File: src/rtl/cic_comb_decim.sv
// CIC comb and decimator section, clocked on the falling edge.
// Differentiates integrator output at the decimated rate, then scales and saturates it.
module cic_comb_decim #(
    parameter int IDW = 23,
    parameter int ODW = 16,
    parameter int NS  = 1
) (
    input  logic           clk,
    input  logic           reset_n,
    input  logic [2:0]     os_sel,
    input  logic [IDW-1:0] data_in,
    output logic [ODW-1:0] data_out,
    output logic           data_valid,
    output logic           sat
);

    localparam logic signed [IDW-1:0] MAXV = IDW'(2 ** (ODW - 1) - 1);
    localparam logic signed [IDW-1:0] MINV = -MAXV - IDW'(1);
    localparam logic [4:0]            NSW  = 5'(NS);
    localparam logic [1:0]            WU0  = 2'(NS);

    logic [2:0]     os_q, os_d;
    logic [5:0]     ph_q, ph_d;
    logic [1:0]     wu_q, wu_d;
    logic [IDW-1:0] prev_q [NS];
    logic [IDW-1:0] prev_d [NS];
    logic [ODW-1:0] out_q, out_d;
    logic           vld_q, vld_d;
    logic           sat_q, sat_d;

    logic [2:0]            k;
    logic [5:0]            ph_last;
    logic [4:0]            sh;
    logic                  tick;
    logic                  chg;
    logic [IDW-1:0]        st [NS+1];
    logic signed [IDW-1:0] shf;

    // Decode ratio/shift from the stored oversampling select.
    always_comb begin
        k = os_q;
        if (os_q == 3'd0 || os_q == 3'd7) begin
            k = 3'd0;
        end
        ph_last = (6'd1 << k) - 6'd1;
        sh      = NSW * {2'b00, k};
        tick    = (ph_q == ph_last);
        chg     = (os_sel != os_q);
    end

    // Comb chain: each stage subtracts its value from the previous tick.
    always_comb begin
        st[0] = data_in;
        for (int i = 0; i < NS; i++) begin
            st[i+1] = st[i] - prev_q[i];
        end
        shf = $signed(st[NS]) >>> sh;
    end

    // Next-state: restart on os_sel change, else comb update on ticks.
    always_comb begin
        os_d   = os_sel;
        ph_d   = ph_q + 6'd1;
        wu_d   = wu_q;
        prev_d = prev_q;
        out_d  = out_q;
        sat_d  = sat_q;
        vld_d  = 1'b0;
        if (chg) begin
            ph_d = 6'd0;
            wu_d = WU0;
            for (int i = 0; i < NS; i++) begin
                prev_d[i] = '0;
            end
        end else if (tick) begin
            ph_d = 6'd0;
            for (int i = 0; i < NS; i++) begin
                prev_d[i] = st[i];
            end
            if (wu_q != 2'd0) begin
                wu_d = wu_q - 2'd1;
            end else begin
                vld_d = 1'b1;
                if (shf > MAXV) begin
                    out_d = MAXV[ODW-1:0];
                    sat_d = 1'b1;
                end else if (shf < MINV) begin
                    out_d = MINV[ODW-1:0];
                    sat_d = 1'b1;
                end else begin
                    out_d = shf[ODW-1:0];
                    sat_d = 1'b0;
                end
            end
        end
    end

    // State registers, updated on the falling edge with async clear.
    always_ff @(negedge clk or negedge reset_n) begin
        if (!reset_n) begin
            os_q  <= 3'd0;
            ph_q  <= 6'd0;
            wu_q  <= WU0;
            out_q <= '0;
            vld_q <= 1'b0;
            sat_q <= 1'b0;
            for (int i = 0; i < NS; i++) begin
                prev_q[i] <= '0;
            end
        end else begin
            os_q   <= os_d;
            ph_q   <= ph_d;
            wu_q   <= wu_d;
            out_q  <= out_d;
            vld_q  <= vld_d;
            sat_q  <= sat_d;
            prev_q <= prev_d;
        end
    end

    assign data_out   = out_q;
    assign data_valid = vld_q;
    assign sat        = sat_q;

endmodule

File: config.mk
export PLATFORM = sky130hd
export DESIGN_NAME = cic_comb_decim
export DESIGN_NICKNAME = d
export VERILOG_FILES = /design/src/rtl/cic_comb_decim.sv
export SDC_FILE = /design/constraint.sdc
export NUM_CORES = 1
export LEC_CHECK = 0
export ABC_CLOCK_PERIOD_IN_PS = 4200
export BUFFER_PORTS_ARGS = -buffer_cell sky130_fd_sc_hd__buf_2
export CAP_MARGIN = 25
export CORE_AREA = 4 4 107 89
export CTS_CLUSTER_DIAMETER = 80
export CTS_CLUSTER_SIZE = 20
export DETAILED_ROUTE_END_ITERATION = 8
export DIE_AREA = 0 0 111 93
export PLACE_DENSITY = 0.84
export SKIP_LAST_GASP = 1
export SYNTH_ARGS = -nofsm -noshare
export SYNTH_HDL_FRONTEND = slang
export SYNTH_SLANG_ARGS = --single-unit
File: constraint.sdc
create_clock -name clk -period 4.2 [get_ports clk]
set_input_delay 0.21 -clock clk [delete_from_list [all_inputs] [get_ports clk]]
set_output_delay 0.21 -clock clk [all_outputs]
set_load 0.05 [all_outputs]
Yosys cells after proc, flatten, opt, wreduce, memory -nomap -nowiden

Index checks and enable logic that the tools add are counted.
Widths: inputs -> output; s select.

Bits in registers: 52
Input port bits: 28
Output and inout bits: 18
Logic and storage cells: 42

Add/subtract/negate cells: 4
Magnitude comparators: 2
Equality and inequality tests: 3
Shift-type cells: 2
Mux-type cells: 15
Bitwise operators: 2
Reductions and logical operators: 7

Operators by type and width:

| kind                 | number |
|---|---|
| $mux 23              | 2 |
| $mux 16              | 2 |
| $gt 23x16->1 const B | 1 |
| $lt 23x16->1 const B | 1 |
| $sshr 23x3->23       | 1 |
| $sub 23x23->23       | 1 |
| $mux 6               | 2 |
| $add 6x1->6 const B  | 1 |
| $eq 6x6->1           | 1 |
| $mux 2               | 3 |
| $reduce_bool 2->1    | 3 |
| $shl 1x3->6 const A  | 1 |
| $sub 6x1->6 const B  | 1 |
| $mux 1               | 5 |
| $eq 3x3->1 const B   | 1 |
| $logic_not 3->1      | 1 |
| $mux 3               | 1 |
| $ne 3x3->1           | 1 |
| $reduce_and 3->1     | 1 |
| $not 1->1            | 2 |
| $reduce_and 2->1     | 1 |
| $sub 2x1->2 const B  | 1 |
| $logic_or 1x1->1     | 1 |

Logic depth before layout (Yosys ltp)

Depth in word-level cells: 8
Mapped depth: 15
Depth with buffers taken out: 14

==> summary.txt <==
Pwr
  • P_int: approximately 0.96 mW
  • Power share of the sequential group: 0.349
  • Comb power frac: 0.404
  • Pleak: between 3 and 4 nW
  • Sw frac: 0.344
  • IR drop worst, VDD: about 0.17 mV
  • Clock Power Share: 0.246
  • Power Density: approximately 230 nW/um^2
  • Net Sw Power: 0.504 mW

Global routing
  • Vias in the first global route: about 5200
  • Initial antenna violation count: 0
  • First-pass GRT wire length: roughly 24000 um
  • Grt total ovfl: 0
  • Global router's overall resource usage: 0.283
  • Pin count of the biggest net entering global routing: 53

Final layout
  • Final Cell Area: ~6500 um^2
  • Layout cells sized above 1: 0.330
  • Most common cell after layout, fill and taps aside: buf_4
  • Area delta synth->final: 31.0%
  • Highest-count cells in the layout ignoring fill and taps: buf_4, nor2_1, nand2_1, dfrtn_1, buf_2
  • Nets@finish: between 700 and 800
  • Layout Cells excl Fill: ~850
  • Antenna Cells: 0

Floorplan
  • IO Count: between 40 and 50
  • Die width: around 110 um
  • Core Box Area: between 8000 and 9000 um^2
  • Starting Density: 0.590
  • Chip Height: 93 um
  • FP Rows: 30
  • Die area: ~10000 um^2

Synth
  • Mapped Area: 4940 um^2
  • Yosys synthesis warning count: 0
  • Synth Instances: 582
  • Async set-reset flop share out of synthesis: 1.00
  • Top FF cell, synth: dfrtn_1
  • Syn avg cell area: approximately 8.5 um^2
  • Yosys reg bits: 52
  • Syn nets: around 640
  • EDFF count, synth: 0
  • Share of Yosys cell area claimed by the top area cell type: 0.258
  • Top post-synthesis cells by area: dfrtn_1, mux2i_1, ha_1
  • Post-synth top area cell: dfrtn_1
  • Post-synthesis sequential area ratio: 0.264
  • Yosys cell types: 91

Route
  • DRC Markers: 0
  • Via count: 5110
  • DR vias/cell: between 6 and 7
  • Final wirelength: 14500 um
  • Antenna-violating nets left: 0
  • Initial drt markers: 365
  • Drt first pass iters: 7
  • Wire per inst: between 15 and 20 um

Setup path
  • WS Path Type: in2reg
  • CP required: between 2 and 2.5 ns
  • Reg-to-reg critical path startpoint: prev_q[0]
  • Crit-path max FO: 7
  • Element type at the critical path start: primary input
  • Reg2reg end: data_out[8]
  • Arrival @ worst endpoint: 3.33 ns
  • Reg2Reg Setup Slack: 0.56 ns
  • CP endpoint kind: register
  • R2r worst-path depth: 16

Place
  • Post-DP Area: slightly above 6000 um^2
  • Detail Placement HPWL: between 10000 and 15000 um
  • RD Place Congestion: between 0.9 and 1
  • Post-Place Worst Slack: -1.48 ns
  • Port Buf Inserts: between 40 and 50
  • Dpl cells: a little over 800

Timing
  • Clk_skew: about 0.053 ns
  • Final setup violation count: 17
  • Final Hold Vio Count: 0
  • RSZ-0062 raised after global routing: true
  • Final max-slew violation count: 0
  • Worst-margin pin slew: roughly 0.73 ns
  • Worst hold slack: about 0.44 ns
  • Slew HR: 0.512
  • Setup WS post-layout: -1.08 ns

Outcome
  • Failing checks: setup timing
  • Status: finished, violations left

Clock tree
  • Root buffer cell: clkbuf_8
  • H-tree depth: 2
  • Clk Latency, worst-skew pair: 0.36 ns
  • Clock transition at path regs: 0.07 ns
  • Max Buffers Root-to-Sink: 2
  • CTS buffer count: 5
  • CTS Sinks: 52
  • CTS tree: yes

Hold path
  • Hold/Removal Path Class: reg2reg
  • Hold wc startpoint: data_out[15]
  • Worst Hold End: data_out[15]
  • Worst Hold Depth: 2

Flow run
  • Max_cap viols: 0
-- per-stage QoR --
step	setup TNS (ns)	utilization	power [mW]
floorplan	-16.46	-	0.855
global placement	-22.22	0.732	1.05
detailed placement	-23.59	0.732	1.07
CTS	-15.33	0.761	1.45
global route	-19.60	0.774	1.55
finish	-16.93	0.774	1.47
-- critical path, cell delays in order --
cell and delay (ns):
buf_8 0.11, inv_12 0.04, ha_4 0.11, inv_2 0.04, fa_2 0.35, a21o_1 0.25
a221oi_4 0.32, buf_6 0.16, o211ai_1 0.11, a221o_1 0.33, a31oi_1 0.19, o32a_1 0.22
o211a_1 0.21, a211oi_2 0.06, o221ai_2 0.22, buf_4 0.17, clkbuf_16 0.14, a22oi_2 0.08
-- synth_stat cells (5+ instances only) --
cell type and instances:
nand2_1 51, and3_1 9, a21o_1 13, nor2_1 73, nand2b_1 5, xor2_1 10, mux2i_1 36, a21boi_0 5
buf_2 6, a22oi_1 5, nand3_1 11, and2_1 7, nand4_1 6, inv_1 36, o21ai_1 7, xnor2_1 16
a221oi_1 7, a22oi_2 12, a211oi_1 10, o211ai_1 7, o21ai_0 18, clkbuf_1 20, a21oi_1 34, nor3_1 6
dfrtn_1 51, ha_1 25
-- kinds of logic (layout without fill, tap and decap cells) --
group,Yosys count,count (layout),share of synthesized area
and+or+nand+nor,191,191,0.189
muxes,41,41,0.0889
AOI/OAI and AO/OA,175,175,0.281
adders and majority gates,26,26,0.0673
buffers and inverters,70,222,0.0608
xor gates and xnor gates,27,27,0.0494
DFF,52,52,0.264
-- cell type report --
type,instances,area (um^2)
clock inverter,3,38.8
tap,112,140
inverter,37,151
fill,570,1890
timing repair buffer,176,1290
sequential,52,1300
multi-input combinational,460,3480
clock buffer,6,72.6
-- per-layer routing --
layer  routed length (um)  track usage
met5                    0            0
met4                  286       0.0821
met3                  807       0.0485
met2                 7100        0.499
met1                 6320        0.357
-- flip-flops by register name, summed over array words and instances (netlist names) --
register and count:
data_out 16, ph_q 6, prev_q 23, data_valid 1, sat 1, os_q 3
wu_q 2
-- power by group through the flow --
| stage | registers (mW) | logic (mW) | clock network, mW |
|---|---|---|---|
| 2_1_floorplan | 0.519 | 0.333 | 0.00298 |
| 6_report | 0.512 | 0.593 | 0.361 |
| 5_1_grt | 0.513 | 0.641 | 0.395 |
| 3_5_place_dp | 0.521 | 0.542 | 0.00298 |
| 4_1_cts | 0.512 | 0.568 | 0.367 |
| 3_3_place_gp | 0.521 | 0.526 | 0.00298 |
-- timing repair --
| action | 4_1_cts | 5_1_grt |
|---|---|---|
| endpoints found under the setup margin | 17 | 17 |
| buffers inserted | 8 | 7 |
| gates resized for setup | 13 | 6 |
| hold buffers | 0 | 0 |
| gates cloned | 0 | 1 |
| pin swaps | 13 | 16 |
-- worst max-delay path by stage --
stage / depth (start not counted) / end / start / slack (ns)
CTS: 17 / data_out[0] / data_in[0] / -0.99
global placement: 16 / data_out[10] / data_in[0] / -1.40
finish: 18 / data_out[8] / data_in[0] / -1.08
global route: 18 / data_out[11] / data_in[0] / -1.25
detailed placement: 16 / data_out[10] / data_in[0] / -1.48
floorplan: 14 / data_out[10] / data_in[0] / -1.08
No activity file was read; power rests on OpenSTA's default activity.
